File: config.mk
export PLATFORM = sky130hd
export DESIGN_NAME = aes128_stream_ctrl
export DESIGN_NICKNAME = d
export VERILOG_FILES = /design/src/rtl/aes128_ctrl_pkg.sv /design/src/rtl/aes128_stream_ctrl.sv
export SDC_FILE = /design/constraint.sdc
export NUM_CORES = 1
export LEC_CHECK = 0
export ABC_AREA = 1
export ABC_CLOCK_PERIOD_IN_PS = 1700
export BUFFER_PORTS_ARGS = -buffer_cell sky130_fd_sc_hd__buf_2
export CAP_MARGIN = 10
export CORE_AREA = 2 2 413 415
export DETAILED_ROUTE_END_ITERATION = 7
export DIE_AREA = 0 0 415 417
export GPL_ROUTABILITY_DRIVEN = 0
export SYNTH_ARGS = -nofsm -noshare
export SYNTH_HDL_FRONTEND = slang
export SYNTH_SLANG_ARGS = --single-unit
File: constraint.sdc
create_clock -name clk -period 1.7 [get_ports clk]
set_clock_uncertainty 0.15 [all_clocks]
set_input_delay 0.085 -clock clk [delete_from_list [all_inputs] [get_ports clk]]
set_output_delay 0.085 -clock clk [all_outputs]
set_load 0.02 [all_outputs]
File: src/rtl/aes128_ctrl_pkg.sv
// Shared types and constants for the AES-128 streaming sequencer.
package aes128_ctrl_pkg;

   typedef enum logic [2:0] {
      ST_IDLE,
      ST_ARM,
      ST_WAIT_IN,
      ST_ISSUE,
      ST_WAIT_CORE,
      ST_OUT
   } state_e;

   localparam logic [3:0] MODE_ECB = 4'd0;
   localparam logic [3:0] MODE_CBC = 4'd1;
   localparam logic [3:0] MODE_CFB = 4'd2;
   localparam logic [3:0] MODE_OFB = 4'd3;
   localparam logic [3:0] MODE_CTR = 4'd4;

   localparam logic [3:0] SEG_1   = 4'd0;
   localparam logic [3:0] SEG_2   = 4'd1;
   localparam logic [3:0] SEG_4   = 4'd2;
   localparam logic [3:0] SEG_8   = 4'd3;
   localparam logic [3:0] SEG_16  = 4'd4;
   localparam logic [3:0] SEG_32  = 4'd5;
   localparam logic [3:0] SEG_64  = 4'd6;
   localparam logic [3:0] SEG_128 = 4'd7;

   // CFB keeps only the top 2^seg result bits; every other mode passes the
   // whole block. seg is validated to 0..7 before it ever reaches here.
   function automatic logic [127:0] seg_mask(input logic [3:0] mode, input logic [3:0] seg);
      logic [127:0] ones;
      logic [8:0]   nbits;
      ones  = '1;
      nbits = 9'd1 << seg;
      if (mode == MODE_CFB) seg_mask = ~(ones >> nbits);
      else                  seg_mask = ones;
   endfunction

endpackage

File: src/rtl/aes128_stream_ctrl.sv
// Streaming sequencer in front of the aes128 core: latches a message config,
// issues one core operation per input block, returns masked results and
// aborts the message if the core never signals completion.
module aes128_stream_ctrl
   import aes128_ctrl_pkg::*;
#(
   parameter int TIMEOUT = 64
) (
   input  logic         clk,
   input  logic         rst,
   input  logic         cfg_start,
   input  logic [127:0] cfg_key,
   input  logic [127:0] cfg_iv,
   input  logic [3:0]   cfg_mode,
   input  logic [3:0]   cfg_seg,
   input  logic         cfg_decipher,
   input  logic         s_valid,
   output logic         s_ready,
   input  logic [127:0] s_data,
   input  logic         s_last,
   output logic         m_valid,
   input  logic         m_ready,
   output logic [127:0] m_data,
   output logic         m_last,
   output logic         core_cipher_en,
   output logic         core_decipher_en,
   output logic         core_chain_en,
   output logic [127:0] core_data_in,
   output logic [127:0] core_key,
   output logic [127:0] core_init_vector,
   output logic [3:0]   core_mode,
   output logic [15:0]  core_segment_len,
   input  logic [127:0] core_data_out,
   input  logic         core_ready,
   output logic         busy,
   output logic         err_cfg,
   output logic         err_timeout
);

   localparam logic [7:0] WD_LIMIT = 8'(TIMEOUT - 1);

   state_e       state_q, state_d;
   logic [127:0] key_q, key_d;
   logic [127:0] iv_q, iv_d;
   logic [3:0]   mode_q, mode_d;
   logic [3:0]   seg_q, seg_d;
   logic         dec_q, dec_d;
   logic [127:0] data_q, data_d;
   logic         last_q, last_d;
   logic [127:0] mdata_q, mdata_d;
   logic         core_ready_q, core_ready_d;
   logic [7:0]   wdog_q, wdog_d;
   logic         err_cfg_q, err_cfg_d;
   logic         err_to_q, err_to_d;

   // State, latched config, block/result registers and watchdog.
   always_ff @(posedge clk) begin
      if (rst) begin
         state_q      <= ST_IDLE;
         key_q        <= '0;
         iv_q         <= '0;
         mode_q       <= '0;
         seg_q        <= '0;
         dec_q        <= 1'b0;
         data_q       <= '0;
         last_q       <= 1'b0;
         mdata_q      <= '0;
         core_ready_q <= 1'b0;
         wdog_q       <= '0;
         err_cfg_q    <= 1'b0;
         err_to_q     <= 1'b0;
      end else begin
         state_q      <= state_d;
         key_q        <= key_d;
         iv_q         <= iv_d;
         mode_q       <= mode_d;
         seg_q        <= seg_d;
         dec_q        <= dec_d;
         data_q       <= data_d;
         last_q       <= last_d;
         mdata_q      <= mdata_d;
         core_ready_q <= core_ready_d;
         wdog_q       <= wdog_d;
         err_cfg_q    <= err_cfg_d;
         err_to_q     <= err_to_d;
      end
   end

   // Next-state logic and state-decoded handshake/core-control outputs.
   always_comb begin
      state_d          = state_q;
      key_d            = key_q;
      iv_d             = iv_q;
      mode_d           = mode_q;
      seg_d            = seg_q;
      dec_d            = dec_q;
      data_d           = data_q;
      last_d           = last_q;
      mdata_d          = mdata_q;
      core_ready_d     = core_ready;
      wdog_d           = wdog_q;
      err_cfg_d        = err_cfg_q;
      err_to_d         = err_to_q;
      s_ready          = 1'b0;
      m_valid          = 1'b0;
      core_cipher_en   = 1'b0;
      core_decipher_en = 1'b0;
      core_chain_en    = 1'b0;

      case (state_q)
         ST_IDLE: begin
            if (cfg_start) begin
               if (cfg_mode <= MODE_CTR && cfg_seg <= SEG_128) begin
                  key_d     = cfg_key;
                  iv_d      = cfg_iv;
                  mode_d    = cfg_mode;
                  seg_d     = cfg_seg;
                  dec_d     = cfg_decipher;
                  err_cfg_d = 1'b0;
                  err_to_d  = 1'b0;
                  state_d   = ST_ARM;
               end else begin
                  err_cfg_d = 1'b1;
               end
            end
         end
         // chain_en low for this one cycle restarts the core chain from the IV
         ST_ARM: state_d = ST_WAIT_IN;
         ST_WAIT_IN: begin
            s_ready       = 1'b1;
            core_chain_en = 1'b1;
            if (s_valid) begin
               data_d  = s_data;
               last_d  = s_last;
               state_d = ST_ISSUE;
            end
         end
         ST_ISSUE: begin
            core_chain_en    = 1'b1;
            core_cipher_en   = !dec_q;
            core_decipher_en = dec_q;
            wdog_d           = '0;
            state_d          = ST_WAIT_CORE;
         end
         ST_WAIT_CORE: begin
            core_chain_en = 1'b1;
            // only a fresh rise counts; a level left over from before is ignored
            if (core_ready && !core_ready_q) begin
               mdata_d = core_data_out & seg_mask(mode_q, seg_q);
               state_d = ST_OUT;
            end else if (wdog_q == WD_LIMIT) begin
               err_to_d = 1'b1;
               state_d  = ST_IDLE;
            end else if (wdog_q != 8'hff) begin
               wdog_d = wdog_q + 8'd1;
            end
         end
         ST_OUT: begin
            core_chain_en = 1'b1;
            m_valid       = 1'b1;
            if (m_ready) state_d = last_q ? ST_IDLE : ST_WAIT_IN;
         end
         default: state_d = ST_IDLE;
      endcase
   end

   assign busy             = (state_q != ST_IDLE);
   assign m_data           = mdata_q;
   assign m_last           = last_q;
   assign core_data_in     = data_q;
   assign core_key         = key_q;
   assign core_init_vector = iv_q;
   assign core_mode        = mode_q;
   assign core_segment_len = {12'b0, seg_q};
   assign err_cfg          = err_cfg_q;
   assign err_timeout      = err_to_q;

endmodule

Word-level counts from Yosys, hierarchy flattened
Index checks and enable logic that the tools add are counted.
{"block": "word_totals", "register_bits": 536, "inputBits": 528, "output_inout_bits": 541, "wordCells": 79}
{"block": "classes", "addsub": 1, "n_lt_le_gt_ge": 2, "eq_ne": 17, "shifts": 2, "muxes": 26, "bitwise": 2, "n_reduce_logical": 16}
{"operator": "$mux 128", "n": 3}
{"operator": "$and 128x128->128", "n": 1}
{"operator": "$not 128->128", "n": 1}
{"operator": "$shr 128x9->128 const A", "n": 1}
{"operator": "$mux 8", "n": 3}
{"operator": "$mux 3", "n": 6}
{"operator": "$pmux 3 s6", "n": 1}
{"operator": "$ne 2x2->1 const B", "n": 8}
{"operator": "$pmux 8 s2", "n": 1}
{"operator": "$mux 1", "n": 10}
{"operator": "$reduce_and 5->1", "n": 2}
{"operator": "$shl 1x4->9 const A", "n": 1}
{"operator": "$add 8x1->8 const B", "n": 1}
{"operator": "$eq 8x6->1 const B", "n": 1}
{"operator": "$le 4x3->1 const B", "n": 2}
{"operator": "$ne 8x8->1 const B", "n": 1}
{"operator": "$eq 3x2->1 const B", "n": 2}
{"operator": "$eq 3x3->1 const B", "n": 2}
{"operator": "$reduce_and 2->1", "n": 3}
{"operator": "$eq 4x2->1 const B", "n": 1}
{"operator": "$reduce_and 4->1", "n": 1}
{"operator": "$reduce_bool 2->1", "n": 2}
{"operator": "$reduce_or 4->1", "n": 1}
{"operator": "$eq 3x1->1 const B", "n": 1}
{"operator": "other kinds (8)", "n": 10}

Logic depth before layout (Yosys ltp)
{"block": "logic_depth", "ltp_word": 7, "depth_mapped": 10, "mapped_depth_nobuf": 10}

Least setup slack after synthesis
OpenSTA, ideal clock, no wires.
{"block": "synth_path", "path_type": "reg-to-reg", "startpoint": "reg state_q[2]", "endpoint": "reg iv_q[12] (netlist: core_init_vector[12])", "setup_time_ns": 0.113, "arrival_time_ns": 1.411, "t_required_ns": 1.437, "setup_slack_ns": 0.026, "stages_incl_launch_ff": 10, "n_path_buf": 3, "period_less_slack_ns": 1.674, "path_cell_list": "dfxtp_1 > nor2_4 > nand2_2 > nor2_2 > nand2_2 > buf_6 > buf_6 > buf_4 > o21ai_1 > nor2_1"}
{"block": "synth_via", "elab_chain_cells": 2}
{"element": "from (decl)", "line": "aes128_stream_ctrl.sv:42", "rtl": "state_e state_q, state_d;"}
{"element": "from (signal assigned)", "line": "aes128_stream_ctrl.sv:73", "rtl": "state_q <= state_d;"}
{"element": "$logic_not 3->1", "line": "aes128_stream_ctrl.sv:110", "rtl": "case (state_q)"}
{"element": "$reduce_and 3->1 (no line)"}
{"element": "to (signal assigned)", "line": "aes128_stream_ctrl.sv:75", "rtl": "iv_q <= iv_d;"}
{"element": "to (decl)", "line": "aes128_stream_ctrl.sv:44", "rtl": "logic [127:0] iv_q, iv_d;"}
Every way passes these cells.
A chain may end at the register's enable or synchronous reset.

Final worst setup path
{"block": "layout_path", "startpoint": "reg state_q[2]", "endpoint": "reg mdata_q[96] (netlist: m_data[96])"}
{"block": "layout_via", "elab_chain_cells": 2}
{"element": "$eq 3x3->1", "line": "aes128_stream_ctrl.sv:110"}
{"element": "$reduce_and 2->1 (no line)"}
{"element": "to (signal assigned)", "line": "aes128_stream_ctrl.sv:81", "rtl": "mdata_q <= mdata_d;"}
{"element": "to (decl)", "line": "aes128_stream_ctrl.sv:50", "rtl": "logic [127:0] mdata_q, mdata_d;"}
Every way passes these cells.

==> summary.md <==
| Metric | Value |
|---|---|
| CP max FO | `8` |
| DR iter-0 viols | `approximately 2300` |
| Commonest non-fill, non-tap cell in the layout | `buf_2` |
| Initial Utilization | `0.1152` |
| Detail Placement HPWL | `about 78000 microns` |
| Min-delay src | `cfg_iv[108]` |
| Number of fill cells | `17800` |
| Die W | `between 400 and 500 microns` |
| Worst skew pair latency | `640 ps` |
| Clock sinks | `around 540` |
| Post-route setup slack | `-284.5 ps` |
| Synth unique cells | `26` |
| Max Cap Viol | `0` |
| RSZ-0062 raised after global routing | `true` |
| Synth Instances | `roughly 2500` |
| Hold endpoint | `core_init_vector[108]$_SDFFE_PP0P_` |
| FF-to-FF Start | `state_q[2]$_SDFFE_PP0P_` |
| VDD IR-drop max | `722.6 uV` |
| WS Path Type | `reg2reg` |
| Fin util | `0.2402` |
| CP max-delay cell | `dfxtp_2` |
| GRT overflow | `0` |
| Synthesized area | `around 19000 sq um` |
| Psw | `between 10000 and 15000 uW` |
| Hold Path Class | `in2reg` |
| Num ports | `~1100` |
| Tot Pwr | `approximately 42000 uW` |
| Die height | `417 microns` |
| Number of buffers added on ports | `1056` |
| H-tree level count | `3` |
| Worst-path clk slew | `around 60 ps` |
| CTS Buffer Depth | `3` |
| Vias in the first global route | `between 20000 and 30000` |
| Post-route clock period utilization | `1.167` |
| WL/cell | `18.91 microns` |
| Maximum clock frequency | `approximately 500 MHz` |
| Failing checks | `negative setup slack` |
| First-pass GRT wire length | `around 170000 microns` |
| Register area share after synthesis | `0.5528` |
| Net Sw Frac | `0.3359` |
| R2R Path End | `m_data[96]$_SDFFE_PP0P_` |
| Drt drc | `0` |
| CP delay by family, top | `buffers and inverters` |
| Final setup fails | `517` |
| Cell Chain, Critical Path | `buf_6 -> buf_4 -> nand3_4 -> nor2_4 -> buf_12 -> buf_12 -> bufbuf_16 -> o21ai_0 -> a21oi_1` |
| Least-Margin Pin Slew | `roughly 860 ps` |
| Clock power share | `0.338` |
| CP endpoint kind | `flip-flop` |
| Vias | `between 20000 and 30000` |
| CTS buffer count | `66` |
| Tmin final | `around 2000 ps` |
| Worst Hold Slack | `75.83 ps` |
| Status | `finished, violations left` |
| Crit path top cell by count | `buf_12` |
| Crit start category | `flip-flop` |
| Clk root buf | `clkbuf_16` |
| Yosys warning count | `0` |
| Fin nets | `roughly 4800` |
| Core footprint | `about 170000 sq um` |
| GRT Total Usage | `0.1318` |
| Rel. slew slack | `0.4279` |
| DRT Wirelength | `124800 microns` |
| Iteration count of the initial detailed-routing pass | `6` |
| Yosys reg bits | `536` |
| P_int | `approximately 28000 uW` |
| Hold Fails Final Rpt | `0` |
| Antenna violations before repair | `25` |
| CP arrival | `approximately 2400 ps` |
| Mean Syn Cell Area | `between 7 and 8 sq um` |
| # rows | `between 150 and 200` |
| P&R area growth vs syn | `108.6%` |
| PD cells | `1044 nW/um^2` |
| CP required | `2100 ps` |
| Commonest cells after routing, fill and taps aside | `buf_2, dlygate4sd3_1, dfxtp_1` |
| Worst reg-to-reg path cell count | `9` |
| Die Footprint | `around 170000 sq um` |
| Slew Viols, Final | `0` |
| Layout cells sized above 1 | `0.3834` |
| Sequential share of power | `0.345` |
| Largest net degree at the start of global routing | `between 100 and 150` |
| CTS tree | `built` |
| Routed vias/inst | `between 3 and 4` |
| R2r setup slk | `-280 ps` |
| Pleak | `around 0.018 uW` |
| Hold depth | `4` |
| Post-route ant nets | `0` |
| Crit-path max cell delay | `~360 ps` |
| Logic pwr share | `0.318` |
| WP buf/inv | `5` |
## layout make-up
type / count / area, sq um / share of cell area
diodes: 20 / 50.05 / 0.001236
clock buffers: 95 / 1932 / 0.04772
clock inverters: 21 / 229.0 / 0.005655
inverters: 39 / 180.2 / 0.004450
multi-input cells: 1716 / 8482 / 0.2095
flip-flops and latches: 536 / 10740 / 0.2652
well taps: 2218 / 2775 / 0.06855
repair buffers: 1952 / 16050 / 0.3965
repair inverters: 2 / 50.05 / 0.001236
## Yosys cell counts, drive strengths merged
master  count  area (sq um)
nor2      553          2093
dfxtp     536         10730
o21ai     397          1994
nand2     320          1206
a21oi     274          1371
nand3     146         740.7
buf       111         661.9
clkbuf     97         364.1
inv        39         146.4
nand4       8         50.05
nor3        2         10.01
conb        1         3.750
ha          1         12.51
o211a       1         10.01
o21bai      1         7.510
xor2        1         8.760
## state kept, by name (all words and copies together) (netlist names), 3 cells and up
signal	count
core_key	128
state_q	3
core_init_vector	128
core_data_in	128
core_mode	4
wdog_q	8
m_data	128
seg_q	4
## layer usage
metal,track usage,up-vias,wire length (microns)
met5,0,-,23
met4,0.09638,4,8926
met3,0.04408,448,12280
met2,0.2126,1684,58580
met1,0.1446,12320,44970
li1,-,11870,-
## worst max path at each step
stage                                         to  slack [ps]                     from  cells after the start
2_1_floorplan  core_init_vector[12]$_SDFFE_PP0P_          30  state_q[2]$_SDFFE_PP0P_                      9
3_3_place_gp           core_mode[1]$_SDFFE_PP0P_        -200              cfg_mode[1]                      9
3_5_place_dp           core_key[23]$_SDFFE_PP0P_        -230              cfg_mode[1]                      9
4_1_cts                         core_decipher_en        -340  state_q[2]$_SDFFE_PP0P_                      8
5_1_grt                         core_decipher_en        -330  state_q[2]$_SDFFE_PP0P_                      8
6_report                 m_data[96]$_SDFFE_PP0P_        -280  state_q[2]$_SDFFE_PP0P_                      9
## power groups by stage
stage	Combinational, uW	Sequential [uW]	Clock, uW
6_report	13400	14600	14300
5_1_grt	14300	14600	15200
4_1_cts	12300	14500	14700
3_5_place_dp	9000	14700	0
3_3_place_gp	8920	14700	0
2_1_floorplan	3470	16000	0
## metrics by stage
step	cells	worst slack, ps	TNS [ps]	instance area [sq um]
global route	6595	-329.7	-101120	40480
finish	6599	-284.5	-59740	40490
floorplan	2499	26.10	0	19450
CTS	6551	-336.6	-78170	39470
global placement	5706	-200.2	-26620	28020
detailed placement	5706	-225.3	-33240	28020
## worst min-delay path, cell delays in order
cell	delay [ps]
dlygate4sd3_1	530
buf_2	120
o21ai_2	50
nor2_1	70
## repair_timing
action	in CTS	in global routing
cloned	52	20
pin swaps	94	56
hold endpoints to repair	536	0
setup endpoints to repair	465	542
hold buffers	618	0
setup buffers	64	19
gates resized for setup	395	139
## logic make-up after synthesis
logic type / Yosys count / share of synthesized area
AO/OA/AOI/OAI: 673 / 0.1743
XOR/XNOR: 1 / 0.0004513
adder cells (fa/ha/maj): 1 / 0.0006445
buffers and inverters: 247 / 0.06040
flip-flops: 536 / 0.5528
other: 1 / 0.0001932
AND/OR/NAND/NOR: 1029 / 0.2112
Note: power is estimated with default switching activity, not from simulation.
